$ cat src/rtl/prover_adder_tree_arb_if.sv
// Requester-side bus of the shared adder-tree arbiter.
// Requesters (master) raise req with a vector on req_data. The arbiter (slave)
// answers with a grant pulse and later a done pulse carrying the sum on result.
interface prover_adder_tree_arb_if #(
    parameter int nreq   = 4,
    parameter int ngates = 8,
    parameter int fnbits = 32
);
    logic [nreq-1:0]                         req;
    logic [nreq-1:0][ngates-1:0][fnbits-1:0] req_data;
    logic [nreq-1:0]                         grant;
    logic [nreq-1:0]                         done;
    logic [fnbits-1:0]                       result;

    modport master (
        output req,
        output req_data,
        input  grant,
        input  done,
        input  result
    );

    modport slave (
        input  req,
        input  req_data,
        output grant,
        output done,
        output result
    );
endinterface

$ cat src/rtl/prover_adder_tree_arb.sv
// Round-robin arbiter sharing one pipelined adder tree among nreq requesters.
// The winning vector is latched and fired into the tree with the winner index as its tag.
// Tagged tree results come back as a one-cycle done pulse to the owning requester.
// The arbiter does no arithmetic; all sums are formed inside the tree.
module prover_adder_tree_arb #(
    parameter int nreq   = 4,
    parameter int ngates = 8,
    parameter int ntagb  = $clog2(nreq),
    parameter int maxout = 8,
    parameter int fnbits = 32
) (
    input  logic                          clk,
    input  logic                          rstb,
    prover_adder_tree_arb_if.slave        bus,
    output logic                          idle,
    output logic                          tree_en,
    output logic [ngates-1:0][fnbits-1:0] tree_in,
    output logic [ntagb-1:0]              tree_in_tag,
    input  logic                          tree_in_ready,
    input  logic                          tree_idle,
    input  logic                          tree_out_pulse,
    input  logic [fnbits-1:0]             tree_out,
    input  logic [ntagb-1:0]              tree_out_tag
);
    localparam int              cntw    = $clog2(maxout + 1);
    localparam logic [cntw-1:0] max_cnt = cntw'(maxout);

    typedef enum logic [1:0] {
        st_idle,
        st_fire,
        st_hold,
        st_waitrdy
    } state_t;

    state_t           state;
    state_t           state_nxt;
    logic [ntagb-1:0] rr_ptr;
    logic [ntagb-1:0] winner;
    logic [ntagb-1:0] ptr_after_winner;
    logic [nreq-1:0]  win_onehot;
    logic [nreq-1:0]  done_vec;
    logic             found;
    logic             arb_go;
    logic [cntw-1:0]  inflight;

    // Find the first active request at or above the rr pointer, wrapping around.
    always_comb begin
        int idx;
        // NOTE: every combinational output gets a default before any branch, so no latch is inferred.
        found  = 1'b0;
        winner = '0;
        idx    = 0;
        for (int k = 0; k < nreq; k++) begin
            idx = int'(rr_ptr) + k;
            if (idx >= nreq) begin
                idx = idx - nreq;
            end
            if (!found && bus.req[ntagb'(idx)]) begin
                found  = 1'b1;
                winner = ntagb'(idx);
            end
        end
    end

    // Decode the winner and the returning tag into one-hot vectors; pointer moves past the winner.
    always_comb begin
        win_onehot = '0;
        done_vec   = '0;
        for (int k = 0; k < nreq; k++) begin
            win_onehot[k] = (winner == ntagb'(k));
            done_vec[k]   = (tree_out_tag == ntagb'(k));
        end
        ptr_after_winner = (winner == ntagb'(nreq - 1)) ? '0 : winner + 1'b1;
    end

    // Next-state logic: arbitrate in IDLE, fire once, then wait for the tree to accept again.
    always_comb begin
        state_nxt = state;
        arb_go    = 1'b0;
        case (state)
            st_idle: begin
                if (found && tree_in_ready && (inflight < max_cnt)) begin
                    arb_go    = 1'b1;
                    state_nxt = st_fire;
                end
            end
            st_fire:    state_nxt = st_hold;
            st_hold:    state_nxt = st_waitrdy;
            st_waitrdy: begin
                if (tree_in_ready) begin
                    state_nxt = st_idle;
                end
            end
            default:    state_nxt = st_idle;
        endcase
    end

    // State register.
    always_ff @(posedge clk or negedge rstb) begin
        // NOTE: clocked state uses non-blocking assignments so every register sees pre-edge values.
        if (!rstb) begin
            state <= st_idle;
        end else begin
            state <= state_nxt;
        end
    end

    // Issue path: latch the winning vector and tag, pulse grant and tree_en during FIRE.
    always_ff @(posedge clk or negedge rstb) begin
        if (!rstb) begin
            bus.grant   <= '0;
            tree_en     <= 1'b0;
            tree_in     <= '0;
            tree_in_tag <= '0;
            rr_ptr      <= '0;
        end else begin
            bus.grant <= '0;
            tree_en   <= arb_go;
            if (arb_go) begin
                bus.grant   <= win_onehot;
                tree_in     <= bus.req_data[winner];
                tree_in_tag <= winner;
                rr_ptr      <= ptr_after_winner;
            end
        end
    end

    // Return path: register each tree result and pulse done to the tagged owner.
    always_ff @(posedge clk or negedge rstb) begin
        if (!rstb) begin
            bus.done   <= '0;
            bus.result <= '0;
        end else begin
            bus.done <= '0;
            if (tree_out_pulse) begin
                bus.result <= tree_out;
                bus.done   <= done_vec;
            end
        end
    end

    // In-flight count: up on fire, down on a returned sum, unchanged when both coincide.
    always_ff @(posedge clk or negedge rstb) begin
        if (!rstb) begin
            inflight <= '0;
        end else begin
            case ({tree_en, tree_out_pulse})
                2'b10: inflight <= inflight + 1'b1;
                2'b01: begin
                    if (inflight != '0) begin
                        inflight <= inflight - 1'b1;
                    end
                end
                default: inflight <= inflight;
            endcase
        end
    end

    assign idle = (state == st_idle) && (inflight == '0) && tree_idle && !(|bus.done);

    // A returned tag that names no requester indicates a broken tree or tag width mismatch.
    tag_in_range: assert property (@(posedge clk) disable iff (!rstb)
        tree_out_pulse |-> (|done_vec));

endmodule
$ cat src/flat_wrapper.sv
// flat-port wrapper written by rule: the top's interface ports become plain ports
module prover_adder_tree_arb_flat 
#(
    parameter int nreq   = 4,
    parameter int ngates = 8,
    parameter int ntagb  = $clog2(nreq),
    parameter int maxout = 8,
    parameter int fnbits = 32
)
  (clk, rstb, idle, tree_en, tree_in, tree_in_tag, tree_in_ready, tree_idle, tree_out_pulse, tree_out, tree_out_tag, bus_req, bus_req_data, bus_grant, bus_done, bus_result);
  prover_adder_tree_arb_if #(.nreq(nreq), .ngates(ngates), .fnbits(fnbits)) bus_i ();
  input  logic clk;
  input  logic rstb;
  output logic idle;
  output logic tree_en;
  output logic [ngates-1:0][fnbits-1:0] tree_in;
  output logic [ntagb-1:0] tree_in_tag;
  input  logic tree_in_ready;
  input  logic tree_idle;
  input  logic tree_out_pulse;
  input  logic [fnbits-1:0] tree_out;
  input  logic [ntagb-1:0] tree_out_tag;
  input wire logic [$bits(bus_i.req)-1:0] bus_req;
  input wire logic [$bits(bus_i.req_data)-1:0] bus_req_data;
  output wire logic [$bits(bus_i.grant)-1:0] bus_grant;
  output wire logic [$bits(bus_i.done)-1:0] bus_done;
  output wire logic [$bits(bus_i.result)-1:0] bus_result;
  assign bus_i.req = bus_req;
  assign bus_i.req_data = bus_req_data;
  assign bus_grant = bus_i.grant;
  assign bus_done = bus_i.done;
  assign bus_result = bus_i.result;
  prover_adder_tree_arb #(.nreq(nreq), .ngates(ngates), .ntagb(ntagb), .maxout(maxout), .fnbits(fnbits)) u_core (.clk(clk), .rstb(rstb), .bus(bus_i), .idle(idle), .tree_en(tree_en), .tree_in(tree_in), .tree_in_tag(tree_in_tag), .tree_in_ready(tree_in_ready), .tree_idle(tree_idle), .tree_out_pulse(tree_out_pulse), .tree_out(tree_out), .tree_out_tag(tree_out_tag));
endmodule
$ cat config.mk
export PLATFORM = sky130hd
export DESIGN_NAME = prover_adder_tree_arb_flat
export DESIGN_NICKNAME = d
export VERILOG_FILES = /design/src/rtl/prover_adder_tree_arb_if.sv /design/src/rtl/prover_adder_tree_arb.sv /design/src/flat_wrapper.sv
export SDC_FILE = /design/constraint.sdc
export NUM_CORES = 1
export LEC_CHECK = 0
export CELL_PAD_IN_SITES_DETAIL_PLACEMENT = 0
export CELL_PAD_IN_SITES_GLOBAL_PLACEMENT = 1
export CORE_AREA = 2 2 526 528
export CTS_BUF_LIST = sky130_fd_sc_hd__clkbuf_2
export DETAILED_ROUTE_END_ITERATION = 12
export DIE_AREA = 0 0 528 530
export HOLD_SLACK_MARGIN = 0.1
export PLACE_DENSITY_LB_ADDON = 0.1
export SYNTH_ARGS = -nofsm -noshare
export SYNTH_HDL_FRONTEND = slang
export SYNTH_SLANG_ARGS = --single-unit
$ cat constraint.sdc
create_clock -name clk -period 2.3 [get_ports clk]
set_input_delay 0.46 -clock clk [delete_from_list [all_inputs] [get_ports clk]]
set_output_delay 0.46 -clock clk [all_outputs]
set_load 0.005 [all_outputs]
==> results of run 1 <==
cells by family after synthesis:
| family | share of synthesized area (%) |
|---|---|
| buf+inv | 5.35 |
| fa+ha+maj | 0.593 |
| xor+xnor | 0.0966 |
| mux | 2.17 |
| flops | 42.3 |
| compound gates | 27.1 |
| simple gates | 22.3 |
metrics by stage:
stage / setup TNS [ns] / utilization [%]
floorplan: 0 / -
global placement: -160.19 / 13.8
detailed placement: -162.45 / 13.8
synthesized netlist by cell type:
cell type,number
buf_1,8
nor2_1,10
fa_1,1
o31ai_1,1
nor2b_1,3
buf_4,6
xor2_1,1
a221o_1,1
mux2i_1,1
xnor2_1,1
a21oi_1,517
buf_6,1
and3_1,1
a21o_1,3
ha_1,7
mux2_2,33
nand2b_1,3
a21boi_0,1
inv_1,8
o21ai_0,2
a311oi_1,1
inv_2,1
nand2_1,1035
dfrtp_1,307
nor3b_1,1
clkbuf_1,76
o21bai_1,1
and2_1,2
o221ai_2,1
nand3_2,2
and3b_1,1
mux2_1,1
nor3_1,1
nand4b_1,1
or3b_1,1
or3_1,1
buf_2,113
a211o_1,256
or4_4,1
==> metrics.md, run 1 <==
| Metric | Value |
|---|---|
| Syn Nets | `3487` |
| Port Buf Inserts | `1366` |
| Flops & latches, synth | `307` |
| CTS sink count | `307` |
| Die Ht | `530 µm` |
| DP HPWL | `165 mm` |
| Top area cells in the synthesized netlist | `dfrtp_1 42%, nand2_1 21%, a21oi_1 14%` |
| Synth Cell Area | `18100 µm²` |
| I/O pin total | `1367` |
| Die X | `528 µm` |
| Rows | `193` |
| Yosys warnings | `0` |
| Worst slack, placed | `-0.899 ns` |
| Avg Cell Area, Syn | `7.52 µm²` |
| Num CTS Buffers | `141` |
| Placer Congestion | `0.801` |
| CTS Buffer Depth | `4` |
| Root Buffer | `clkbuf_2` |
| Synth area leader | `dfrtp_1` |
| Sequential cell area fraction in the yosys report | `42.3%` |
| Unique masters post-synth | `39` |
| Post-CTS Setup Bufs | `110` |
| Log Error | `[ERROR RSZ-0060] Max buffer count reached.` |
| Syn Inst Count | `2412` |
| Status | `stopped before the end` |
| Gates resized, CTS repair | `1656` |
| Hold buffers post-CTS | `1553` |
| Halt Stage | `clock tree synthesis (4_1_cts)` |
| Number of instances in the placed design | `7419` |
| Top cell type's share of synthesized area | `42.3%` |
| Htree depth | `4` |
| Placed instance area | `38000 µm²` |
| Initial core utilization | `6.60%` |
==> inputs of run 2 (changes only) <==
Settings changed: CELL_PAD_IN_SITES_DETAIL_PLACEMENT 0 to not set, CELL_PAD_IN_SITES_GLOBAL_PLACEMENT 1 to not set, CORE_AREA 2 2 526 528 to 2 2 532 534, CTS_BUF_LIST sky130_fd_sc_hd__clkbuf_2 to not set, DIE_AREA 0 0 528 530 to 0 0 534 536, HOLD_SLACK_MARGIN 0.1 to not set, PLACE_DENSITY_LB_ADDON 0.1 to 0.15.
==> run 2 against run 1 <==
Net effect:
- the flow now finishes, with violations (setup timing)
- synthesized cell count did not move
- synthesized area is the same
==> metrics.md, run 2 <==
| Metric | Value |
|---|---|
| Status | `finished, violations left` |
| Failing checks | `setup timing` |
| Flops & latches, synth | `307 (unchanged)` |
| Met2 Usage GRT | `24.0%` |
| Leak Pwr | `0.0196 µW` |
| Regs by FF count | `u_core.tree_in x256, u_core.bus.result x32` |
| CTS Buffer Depth | `3 (-1)` |
| Final Net Count | `5096` |
| Fin cells | `7827` |
| Yosys warnings | `0 (unchanged)` |
| Die X | `534 µm (+1.1%)` |
| Hold WC Path Type | `input pin to register` |
| PwrDens | `952 nW/µm²` |
| Period utilization | `106%` |
| DP HPWL | `178 mm (+7.7%)` |
| Max-slew violations | `0` |
| Syn Nets | `3487 (unchanged)` |
| Clock Skew | `0.0514 ns` |
| Critical path launch point type | `register` |
| Initial antenna violation count | `107` |
| Worst slack, placed | `-0.840 ns (+0.0585 ns)` |
| Most common cell after layout, fill and taps aside | `clkdlybuf4s50_1` |
| Htree depth | `2 (-2)` |
| Relative slew slack | `51.9%` |
| Setup crit end kind | `register` |
| Die area | `286000 µm²` |
| Placer Congestion | `0.850 (+6.1%)` |
| Asr flop ratio synth | `100% (unchanged)` |
| Placed instance area | `38200 µm² (+0.50%)` |
| Final hold vios | `0` |
| Fin crit period | `2.45 ns` |
| Most frequent cells in the layout | `1256 x clkdlybuf4s50_1, 741 x nand2_1, 310 x a21oi_1, 300 x dfrtp_1, 256 x a211o_1` |
| Grt peak-use layer | `met2` |
| I/O pin total | `1367 (unchanged)` |
| Cell area after layout | `45600 µm²` |
| Top area cells in the synthesized netlist | `dfrtp_1 42%, nand2_1 21%, a21oi_1 14%` |
| Final Power | `43400 µW` |
| R2R depth | `13` |
| First-pass GRT wire length | `281 mm` |
| CTS sink count | `307 (unchanged)` |
| ANT nets after route | `0` |
| Crit path DAT | `3.02 ns` |
| Die Ht | `536 µm (+1.1%)` |
| DR iter-0 viols | `1245` |
| Fraction of layout cells with a size suffix above 1 | `25.9%` |
| Initial core utilization | `6.46% (-0.14 points)` |
| Clk Latency, worst-skew pair | `0.72 ns` |
| Number of enable flip-flop cells after synthesis | `0 (unchanged)` |
| Synth top cells by count | `1035 x nand2_1, 517 x a21oi_1, 307 x dfrtp_1` |
| Residual DRC | `0` |
| Rows | `195 (+1.0%)` |
| Avg Cell Area, Syn | `7.52 µm² (unchanged)` |
| Routed vias/inst | `3.27` |
| Number of instances in the placed design | `7573 (+2.1%)` |
| GRT overflow | `0` |
| Crit path max fanout | `6` |
| Max-Cap Viols | `0` |
| Root Buffer | `clkbuf_16` |
| Syn Inst Count | `2412 (unchanged)` |
| Unique masters post-synth | `39 (unchanged)` |
| Overall routed net length | `226 mm` |
| Largest register FFs | `256` |
| R2r startpoint | `u_core.rr_ptr[1]` |
| Final setup violation count | `230` |
| Tightest Pin Transition | `0.722 ns` |
| Req. time, crit path | `2.88 ns` |
| Flop2flop setup slack | `-0.15 ns` |
| Worst setup margin | `-0.145 ns` |
| Reg-to-reg endpoint | `u_core.tree_in[246]` |
| Worst ir drop on vdd | `534 µV` |
| Top cell type's share of synthesized area | `42.3% (unchanged)` |
| Cell with the most instances after synthesis | `nand2_1` |
| Critical path destination | `u_core.tree_in[246]` |
| Avg WL per Cell | `28.9 µm` |
| Synth Cell Area | `18100 µm² (unchanged)` |
| Crit path from | `u_core.rr_ptr[1]` |
| Clk slew on worst S/H paths | `0.06 ns` |
| Pin count of the biggest net entering global routing | `68` |
| Top reg by flops | `u_core.tree_in` |
| CTS tree | `built` |
| Met3 Usage GRT | `7.70%` |
| Worst Path Class, Setup | `register to register` |
| Post-Route Setup TNS | `-11.72 ns` |
| Met1 Use GR | `17.6%` |
| Max Freq | `0.409 GHz` |
| Top_reg_cell synth | `dfrtp_1` |
| Area grow syn2layout | `151%` |
| Sequential cell area fraction in the yosys report | `42.3% (unchanged)` |
| Core Area | `281000 µm²` |
| Port Buf Inserts | `1366 (unchanged)` |
| Total number of vias | `25590` |
| Total iterations of the first detailed-routing run | `5` |
| Vias in the first global route | `27142` |
| Total Routing Usage GR | `14.8%` |
| Synth area leader | `dfrtp_1` |
| Num CTS Buffers | `53 (-62%)` |
| RSZ-0062 raised after global routing | `true` |
[run 2: cell counts after synthesis]
No cell type changed its count.
[run 2: through the flow]
stage | utilization [%] | hold WS [ns]
4_1_cts | 15.6 | 0.139
2_1_floorplan | - | 0.164
5_1_grt | 16.2 | 0.203
6_report | 16.2 | 0.232
3_5_place_dp | 13.6 | 0.468
3_3_place_gp | 13.6 | 0.462
[run 2: kinds of logic after synthesis]
| kind of cell | synth area share, % |
|---|---|
| buffers and inverters | 5.35 |
| AND/OR/NAND/NOR | 22.3 |
| adder cells (fa/ha/maj) | 0.593 |
| multiplexers | 2.17 |
| flip-flops | 42.3 |
| XOR/XNOR | 0.0966 |
| AO/OA/AOI/OAI | 27.1 |
[run 2: layout make-up]
| type | instances | area, µm² |
|---|---|---|
| Multi-Input combinational cell | 1892 | 11900 |
| Antenna cell | 19 | 47.5 |
| Fill cell | 31663 | 235000 |
| Sequential cell | 307 | 7690 |
| Inverter | 9 | 52.6 |
| Timing Repair inverter | 1 | 16.3 |
| Clock inverter | 23 | 330 |
| Timing Repair Buffer | 1757 | 19300 |
| Tap cell | 3743 | 4680 |
| Clock buffer | 76 | 1550 |
[run 2: routing by layer]
metal	vias to the layer above	routed length [µm]
met3	256	25800
met4	94	3970
met1	12547	93000
li1	11520	-
met5	-	613
met2	1173	103000
[run 2: worst max-delay path, cell delays in order, from the launching register on]
cell and delay [ns]:
dfrtp_2 0.44, buf_6 0.13, a21boi_4 0.16, o221ai_4 0.15, buf_12 0.17, buf_4 0.15
buf_12 0.12, buf_16 0.15, buf_12 0.16, buf_6 0.12, buf_16 0.13, nand2_2 0.06
a21oi_2 0.06, a211o_1 0.27
[run 2: power breakdown]
group | total [µW] | switching, µW | internal, µW
clock network | 9040 | 3670 | 5370
logic | 25100 | 12800 | 12300
registers | 9230 | 1720 | 7500
total | 43400 | 18200 | 25200
[run 2: worst min path at each step]
stage	from	end	cells after the start	slack, ns
after global routing	tree_out_pulse	u_core.inflight[1]	4	0.20
after global placement	u_core.tree_in_tag[1]	u_core.tree_in_tag[1]	2	0.46
final	tree_out_pulse	u_core.inflight[1]	4	0.23
after floorplan	rstb	u_core.bus.done[0]	0	0.16
after detailed placement	u_core.tree_in_tag[1]	u_core.tree_in_tag[1]	2	0.47
after CTS	tree_out_pulse	u_core.inflight[1]	4	0.14
[run 2: what timing repair did]
item / CTS / global route
cloned: 38 / 22
setup endpoints to repair: 326 / 256
endpoints found under the hold margin: 28 / 0
resized for setup: 725 / 293
pin swaps: 187 / 68
buffers inserted: 60 / 41
hold buffers: 1 / 0
(Power assumes the default switching activity.)
